===== src/rtl/dallanma_yonlendirme_denetleyici_if.sv =====
// Branch-resolve / fetch-redirect bundle around the misprediction recovery controller.
interface dallanma_yonlendirme_denetleyici_if #(
  parameter int ADRES_GENISLIGI = 32,
  parameter int SAYAC_GENISLIGI = 16
);
  logic                       dallanma_gecerli_i;
  logic                       dallanma_hata_i;
  logic [ADRES_GENISLIGI-1:0] hedef_adres_i;
  logic                       durdur_i;
  logic                       getir_hazir_i;
  logic                       ps_yonlendir_gecerli_o;
  logic [ADRES_GENISLIGI-1:0] ps_yonlendir_o;
  logic                       bosalt_getir_o;
  logic                       bosalt_coz_o;
  logic                       dallanma_durdur_o;
  logic [SAYAC_GENISLIGI-1:0] hata_sayaci_o;

  modport slave (
    input  dallanma_gecerli_i, dallanma_hata_i, hedef_adres_i, durdur_i, getir_hazir_i,
    output ps_yonlendir_gecerli_o, ps_yonlendir_o, bosalt_getir_o, bosalt_coz_o,
           dallanma_durdur_o, hata_sayaci_o
  );

  modport master (
    output dallanma_gecerli_i, dallanma_hata_i, hedef_adres_i, durdur_i, getir_hazir_i,
    input  ps_yonlendir_gecerli_o, ps_yonlendir_o, bosalt_getir_o, bosalt_coz_o,
           dallanma_durdur_o, hata_sayaci_o
  );
endinterface


===== src/rtl/dallanma_yonlendirme_denetleyici.sv =====
// Sequences recovery after a branch misprediction: latch target, redirect fetch
// with a valid/ready handshake, then hold fetch/decode flush for a fixed count.
module dallanma_yonlendirme_denetleyici #(
  parameter int ADRES_GENISLIGI = 32,
  parameter int BOSALTMA_CEVRIM = 2,
  parameter int SAYAC_GENISLIGI = 16
) (
  input logic clk_i,
  input logic rst_i,
  dallanma_yonlendirme_denetleyici_if.slave bus
);

  typedef enum logic [1:0] {
    BOSTA     = 2'd0,
    YONLENDIR = 2'd1,
    BOSALT    = 2'd2
  } durum_t;

  durum_t                     durum_q;
  durum_t                     durum_d;
  logic [3:0]                 bosaltma_q;
  logic [ADRES_GENISLIGI-1:0] adres_q;
  logic [SAYAC_GENISLIGI-1:0] sayac_q;
  logic                       yakala;
  logic                       aktar;

  always_comb begin
    durum_d = BOSTA;
    yakala  = 1'b0;
    aktar   = 1'b0;
    case (durum_q)
      BOSTA: begin
        durum_d = BOSTA;
        if (bus.dallanma_gecerli_i && bus.dallanma_hata_i && !bus.durdur_i) begin
          yakala  = 1'b1;
          durum_d = YONLENDIR;
        end
      end
      YONLENDIR: begin
        durum_d = YONLENDIR;
        if (bus.getir_hazir_i) begin
          aktar   = 1'b1;
          durum_d = BOSALT;
        end
      end
      BOSALT: begin
        durum_d = BOSALT;
        if (!bus.durdur_i && bosaltma_q == 4'd1) begin
          durum_d = BOSTA;
        end
      end
      default: durum_d = BOSTA;
    endcase
  end

  // Flush counter only moves on unstalled cycles so stalls stretch the flush window.
  always_ff @(posedge clk_i) begin
    if (rst_i) begin
      durum_q    <= BOSTA;
      bosaltma_q <= 4'd0;
      adres_q    <= '0;
      sayac_q    <= '0;
    end else begin
      durum_q <= durum_d;
      if (yakala) begin
        adres_q <= bus.hedef_adres_i;
        if (sayac_q != '1) begin
          sayac_q <= sayac_q + 1'b1;
        end
      end
      if (aktar) begin
        bosaltma_q <= 4'(BOSALTMA_CEVRIM);
      end else if (durum_q == BOSALT && !bus.durdur_i) begin
        bosaltma_q <= bosaltma_q - 4'd1;
      end
    end
  end

  assign bus.ps_yonlendir_gecerli_o = (durum_q == YONLENDIR);
  assign bus.ps_yonlendir_o         = adres_q;
  assign bus.bosalt_getir_o         = (durum_q == YONLENDIR) || (durum_q == BOSALT);
  assign bus.bosalt_coz_o           = (durum_q == YONLENDIR) || (durum_q == BOSALT);
  assign bus.dallanma_durdur_o      = (durum_q == YONLENDIR) || (durum_q == BOSALT);
  assign bus.hata_sayaci_o          = sayac_q;

endmodule


===== src/flat_wrapper.sv =====
// flat-port wrapper written by rule: the top's interface ports become plain ports
module dallanma_yonlendirme_denetleyici_flat 
#(
  parameter int ADRES_GENISLIGI = 32,
  parameter int BOSALTMA_CEVRIM = 2,
  parameter int SAYAC_GENISLIGI = 16
)
  (clk_i, rst_i, bus_dallanma_gecerli_i, bus_dallanma_hata_i, bus_hedef_adres_i, bus_durdur_i, bus_getir_hazir_i, bus_ps_yonlendir_gecerli_o, bus_ps_yonlendir_o, bus_bosalt_getir_o, bus_bosalt_coz_o, bus_dallanma_durdur_o, bus_hata_sayaci_o);
  dallanma_yonlendirme_denetleyici_if #(.ADRES_GENISLIGI(ADRES_GENISLIGI), .SAYAC_GENISLIGI(SAYAC_GENISLIGI)) bus_i ();
  input logic clk_i;
  input logic rst_i;
  input wire logic [$bits(bus_i.dallanma_gecerli_i)-1:0] bus_dallanma_gecerli_i;
  input wire logic [$bits(bus_i.dallanma_hata_i)-1:0] bus_dallanma_hata_i;
  input wire logic [$bits(bus_i.hedef_adres_i)-1:0] bus_hedef_adres_i;
  input wire logic [$bits(bus_i.durdur_i)-1:0] bus_durdur_i;
  input wire logic [$bits(bus_i.getir_hazir_i)-1:0] bus_getir_hazir_i;
  output wire logic [$bits(bus_i.ps_yonlendir_gecerli_o)-1:0] bus_ps_yonlendir_gecerli_o;
  output wire logic [$bits(bus_i.ps_yonlendir_o)-1:0] bus_ps_yonlendir_o;
  output wire logic [$bits(bus_i.bosalt_getir_o)-1:0] bus_bosalt_getir_o;
  output wire logic [$bits(bus_i.bosalt_coz_o)-1:0] bus_bosalt_coz_o;
  output wire logic [$bits(bus_i.dallanma_durdur_o)-1:0] bus_dallanma_durdur_o;
  output wire logic [$bits(bus_i.hata_sayaci_o)-1:0] bus_hata_sayaci_o;
  assign bus_i.dallanma_gecerli_i = bus_dallanma_gecerli_i;
  assign bus_i.dallanma_hata_i = bus_dallanma_hata_i;
  assign bus_i.hedef_adres_i = bus_hedef_adres_i;
  assign bus_i.durdur_i = bus_durdur_i;
  assign bus_i.getir_hazir_i = bus_getir_hazir_i;
  assign bus_ps_yonlendir_gecerli_o = bus_i.ps_yonlendir_gecerli_o;
  assign bus_ps_yonlendir_o = bus_i.ps_yonlendir_o;
  assign bus_bosalt_getir_o = bus_i.bosalt_getir_o;
  assign bus_bosalt_coz_o = bus_i.bosalt_coz_o;
  assign bus_dallanma_durdur_o = bus_i.dallanma_durdur_o;
  assign bus_hata_sayaci_o = bus_i.hata_sayaci_o;
  dallanma_yonlendirme_denetleyici #(.ADRES_GENISLIGI(ADRES_GENISLIGI), .BOSALTMA_CEVRIM(BOSALTMA_CEVRIM), .SAYAC_GENISLIGI(SAYAC_GENISLIGI)) u_core (.clk_i(clk_i), .rst_i(rst_i), .bus(bus_i));
endmodule

===== config.mk =====
export PLATFORM = sky130hd
export DESIGN_NAME = dallanma_yonlendirme_denetleyici_flat
export DESIGN_NICKNAME = d
export VERILOG_FILES = /design/src/rtl/dallanma_yonlendirme_denetleyici_if.sv /design/src/rtl/dallanma_yonlendirme_denetleyici.sv /design/src/flat_wrapper.sv
export SDC_FILE = /design/constraint.sdc
export NUM_CORES = 1
export LEC_CHECK = 0
export ABC_AREA = 1
export CAP_MARGIN = 15
export CORE_ASPECT_RATIO = 0.5
export CORE_MARGIN = 1
export CORE_UTILIZATION = 35
export CTS_CLUSTER_DIAMETER = 120
export DETAILED_ROUTE_END_ITERATION = 7
export HOLD_SLACK_MARGIN = 0.05
export PLACE_DENSITY = 0.76
export SYNTH_ARGS = -nofsm -noshare
export SYNTH_HDL_FRONTEND = slang
export SYNTH_SLANG_ARGS = --single-unit
export TNS_END_PERCENT = 20

===== constraint.sdc =====
create_clock -name clk_i -period 1.3 [get_ports clk_i]
set_input_delay 0.195 -clock clk_i [delete_from_list [all_inputs] [get_ports clk_i]]
set_output_delay 0.195 -clock clk_i [all_outputs]
set_load 0.02 [all_outputs]

; ---- Yosys cells after proc, flatten, opt, wreduce, memory -nomap -nowiden
; Index checks and enable logic that the tools add are counted.
[word_totals]
register_bits = 54
latch_bits = 0
ram_bits = 0
mem_bits_ro = 0
inputBits = 38
elab_cells = 31
memories = 0
[classes]
n_addsub = 2
multipliers = 0
n_div = 0
n_lt_le_gt_ge = 0
n_eq_ne = 4
shifts = 0
n_mux = 10
bitwise_logic = 0
n_reduce_logical = 10
[op_table]
columns = operator, n
row1 = $add A16 B1 Y16 const B, 1
row2 = $ne A16 B16 Y1 const B, 1
row3 = $mux W2, 4
row4 = $pmux W2 S3, 1
row5 = $mux W1, 5
row6 = $eq A4 B1 Y1 const B, 1
row7 = $logic_and A1 B1 Y1, 4
row8 = $sub A4 B1 Y4 const B, 1
row9 = $eq A2 B1 Y1 const B, 1
row10 = $eq A2 B2 Y1 const B, 1
row11 = $logic_not A2 Y1, 1
row12 = $reduce_and A2 Y1, 1
row13 = $reduce_bool A2 Y1, 1
row14 = $reduce_or A2 Y1, 1
row15 = $logic_not A1 Y1, 1
row16 = $logic_or A1 B1 Y1, 1

; ---- Depth between registers and ports, before layout
[logic_depth]
word_depth = 5
mapped_depth = 10
mapped_depth_nobuf = 9

; ---- Worst setup path before layout
; Ideal clock, no wire load.
[synth_path]
kind = flip-flop to flip-flop
start = reg u_core.sayac_q[0], in the netlist u_core.bus.hata_sayaci_o[0]
end = reg u_core.sayac_q[14], in the netlist u_core.bus.hata_sayaci_o[14]
arrival_ps = 1380
path_slack_ps = -196
path_stages_with_launch = 10
path_buffers = 1
cell_sequence = dfxtp_1 ha_1 nand3_1 inv_2 nand2_2 inv_1 nand2_2 buf_6 a21oi_1 nor2_1
[synth_between]
elab_chain_len = 2
elab_cells_between_ends = 3
[synth_lines]
columns = element, line
row1 = "start, declared", dallanma_yonlendirme_denetleyici.sv:23  ; logic [SAYAC_GENISLIGI-1:0] sayac_q;
row2 = "start signal, assigned", dallanma_yonlendirme_denetleyici.sv:68  ; sayac_q <= sayac_q + 1'b1;
row3 = "parallel branches: the longest is 2 deep, another holds $add A16 B1 Y16", --
; Several ways; the timed one is not identified.
; A chain may end at the register's enable or synchronous reset.

; ---- Worst setup path after layout
[layout_path]
start = reg u_core.durum_q[1]
end = reg u_core.sayac_q[3], in the netlist u_core.bus.hata_sayaci_o[3]
[layout_between]
elab_chain_len = 3
[layout_lines]
columns = element, line
row1 = "start, declared", dallanma_yonlendirme_denetleyici.sv:19  ; durum_t durum_q;
row2 = "start signal, assigned", dallanma_yonlendirme_denetleyici.sv:64  ; durum_q <= durum_d;
row3 = $logic_not A2 Y1, dallanma_yonlendirme_denetleyici.sv:31  ; case (durum_q)
row4 = $mux W1, dallanma_yonlendirme_denetleyici.sv:31
row5 = $reduce_and A2 Y1 (no source line), --
; Every way passes these cells.

==> reports/results.md <==
| Quantity | This run |
|:---|:---|
| Clock root buffer master | sky130_fd_sc_hd__clkbuf_16 |
| DR iter-0 viols | 178 |
| Syn avg cell area | 7.00 um2 |
| Number of unique standard cell types used by synthesis | 22 |
| Per-cell via count in the routed design | 4.50 |
| Commonest non-fill, non-tap cell in the layout | sky130_fd_sc_hd__nor2_1 |
| Vias in the first global route | 2171 |
| Count of input and output buffers | 89 |
| Share of post-route cells with drive strength above 1 | 24.6% |
| Endpoint type of the worst setup path | flip-flop |
| Gate count of the mapped netlist | 340 |
| ANT nets after route | 0 |
| Peak VDD IR | 0.657 mV |
| Setup repair after global routing missed its margin | true |
| # DRC | 0 |
| Wire length of the first global-routing pass | 10.1 mm |
| Sw power | 0.908 mW |
| Min Clock Period, post-route | 1400 ps |
| Largest net degree at the start of global routing | 35 |
| Synth Warn # | 0 |
| Relative slew slack | 82.6% |
| Y dimension of the die | 60.3 um |
| Site row count | 20 |
| Total chip power | 3.60 mW |
| Layout Skew | 4.32 ps |
| Number of endpoints failing setup at the final stage | 23 |
| Outcome | complete, but fails checks |
| F_max | 0.715 GHz |
| RR Endpoint | u_core.bus.hata_sayaci_o[3] |
| Clock share of power | 37.0% |
| Combined area of all synthesized cells | 0.00238 mm2 |
| Beginning of the worst register-to-register path | u_core.durum_q[1] |
| TritonCTS buffer count | 5 |
| Critical Path Slowest Stage Cell | sky130_fd_sc_hd__dfxtp_2 |
| Failing checks | setup timing |
| Internal power consumption | 2.69 mW |
| Layout overhead on the synthesized area | 59.5% |
| Post-synthesis sequential area ratio | 45.4% |
| Path category of the worst min-delay check | in2reg |
| Multiplexer fraction of the synthesized cell area | 0% |
| Area of the core | 0.00631 mm2 |
| Number of cells on the worst hold path | 3 |
| Die area | 0.00715 mm2 |
| CP Launch Type | flip-flop |
| Critical Path Fanout Max | 5 |
| CP most frequent cell | sky130_fd_sc_hd__nand2_1 |
| Overall overflow remaining after global route | 0 |
| Fraction of the mapped netlist area in compound gates | 9.99% |
| Synthesized-area fraction occupied by xor and xnor cells | 0.368% |
| Sequential cell fraction of total power | 48.4% |
| Switching Fraction | 25.3% |
| Wirelength per Cell | 11.9 um |
| Clock sink count | 54 |
| Worst path max stage delay | 320 ps |
| Vias | 2406 |
| Antenna diode count | 0 |
| Hold Vio Cnt, Final | 0 |
| Start point of the worst min-delay path | bus_hedef_adres_i[9] |
| Commonest cells after routing, fill and taps aside | 81 x sky130_fd_sc_hd__nor2_1, 50 x sky130_fd_sc_hd__nand2_1, 47 x sky130_fd_sc_hd__dlygate4sd2_1, 39 x sky130_fd_sc_hd__dfxtp_1, 37 x sky130_fd_sc_hd__clkdlybuf4s50_1 |
| Leakage Power | 1.79 nW |
| R2R depth | 10 |
| Critical path arrival | 1590 ps |
| Actual transition at the worst max-transition pin | 259 ps |
| Dpl hpwl | 4.36 mm |
| Worst setup path class | reg2reg |
| Max-slew violation total from the final report | 0 |
| Number of nets in the final layout | 491 |
| Post-route worst setup slack | -98.4 ps |
| Cells along the critical path | inv_2 -> ha_4 -> nand2_2 -> nor2_4 -> buf_4 -> nand2_1 -> nor2_2 -> nand2_1 -> nand2_1 -> nor2_1 |
| Number of top-level pins | 90 |
| Worst reg2reg setup slack | -100 ps |
| Destination of the worst hold path | u_core.bus.ps_yonlendir_o[9] |
| Clock-pin slew of the registers on the worst-case setup and hold paths | 70 ps |
| Synthesis-stage register bit count | 54 |
| Main combinational cell family by area after synthesis | simple AND/OR/NAND/NOR gates |
| Layout Utilization | 60.2% |
| Clock latency of the later-clocked register in the worst-skew pair | 290 ps |
| Number of buffers on the longest clock path | 2 |
| Horizontal die dimension | 119 um |
| Share of synthesized cell area in and, or, nand and nor gates | 33.4% |
| Total number of H-tree levels | 2 |
| Total length of routed wires | 6.39 mm |
| Pre-antenna DRT Iters | 4 |
| Comb pwr share | 14.6% |
| Fill cells | 578 |
| Reported max-cap violation count | 0 |
| Net count after synthesis | 385 |
| Clock tree from TritonCTS | yes |
| Global routing usage summed across all routing layers | 17.7% |
| PD cells | 948 mW/mm2 |
| Number of antenna violations at the first check in global routing | 0 |
| Post-synthesis share of cell area spent on full adders, half adders and majority gates | 3.68% |
| Share of the clock period used by the worst path after layout | 108% |
| Required @ worst endpoint | 1490 ps |
| Starting density of the core | 37.7% |
| Weighted congestion reported at the end of routability-driven placement | 0.835 |
| CP startpoint | u_core.durum_q[1] |
-- Yosys cell counts, drive strengths merged --
library cell / n / area share, %
inv: 21 / 3.3
o21ai: 36 / 7.6
nand3: 15 / 3.4
nand2: 55 / 9.0
nand4: 4 / 1.1
a211oi: 1 / 0.32
ha: 7 / 3.7
a21oi: 10 / 2.1
nor3: 1 / 0.21
buf: 6 / 2.2
clkinv: 1 / 0.21
xor2: 1 / 0.37
clkbuf: 9 / 1.4
nor2: 119 / 20
dfxtp: 54 / 45
-- stage by stage --
step                instances  TNS [ps]  cell area (um2)  worst slack, ps  hold slack (ps)
global route              535     -5440             3790             -209              509
global placement          525    -11320             3550             -265              480
CTS                       533     -1200             3690             -118              482
finish                    535     -1020             3790            -98.4              491
floorplan                 340     -56.1             2450            -21.1              260
detailed placement        525    -12510             3550             -298              486
-- state kept, by name (all words and copies together) (netlist names) --
| name | cells |
|---|---|
| u_core.bus.ps_yonlendir_o | 32 |
| u_core.bosaltma_q | 4 |
| u_core.bus.hata_sayaci_o | 16 |
| u_core.durum_q | 2 |
-- worst max-delay path by stage --
stage,depth (start not counted),end,slack [ps]
after floorplan,10,u_core.bus.hata_sayaci_o[15],-20
after global placement,9,u_core.bus.hata_sayaci_o[13],-270
after detailed placement,9,u_core.bus.hata_sayaci_o[13],-300
after CTS,3,bus_bosalt_coz_o,-120
after global routing,10,u_core.bus.hata_sayaci_o[5],-210
final,10,u_core.bus.hata_sayaci_o[3],-100
-- cells by family after synthesis --
family / Yosys count
XOR/XNOR: 1
buffers and inverters: 37
adder cells (fa/ha/maj): 7
AND/OR/NAND/NOR: 194
AO/OA/AOI/OAI: 47
flip-flops: 54
-- repair_timing --
action	4_1_cts	5_1_grt
endpoints found under the setup margin	101	55
pin swaps	4	2
setup buffers	0	2
resized for setup	82	38
hold buffers	0	0
-- cell type report --
class | count | area [um2] | area share, %
timing repair buffer | 114 | 1060 | 28.0
inverter | 22 | 86.3 | 2.28
clock inverter | 3 | 20.0 | 0.528
multi-input combinational | 249 | 1290 | 33.9
sequential | 54 | 1100 | 29.1
tap | 88 | 110 | 2.90
clock buffer | 5 | 125 | 3.30
-- metal layers --
metal / track usage (%) / routed length (um) / vias to the layer above
met5: 0 / 0 / -
met4: 5.24 / 98 / 0
met3: 3.15 / 195 / 10
li1: - / - / 1277
met1: 22.5 / 3000 / 1074
met2: 31.4 / 3090 / 45
-- worst max-delay path, delay by kind of cell (launching register included) --
kind,cells,cell delay [ps]
buffers and inverters,2,230
adder cells (fa/ha/maj),1,140
flip-flops,1,320
AND/OR/NAND/NOR,7,610
-- power by group through the flow --
stage,Clock (mW),Combinational (mW),Sequential (mW)
3_5_place_dp,0,0.526,1.78
3_3_place_gp,0,0.519,1.78
5_1_grt,1.42,0.570,1.75
2_1_floorplan,0,0.162,1.85
6_report,1.33,0.524,1.74
4_1_cts,1.36,0.501,1.74
Power figures use the tool's default switching activity.
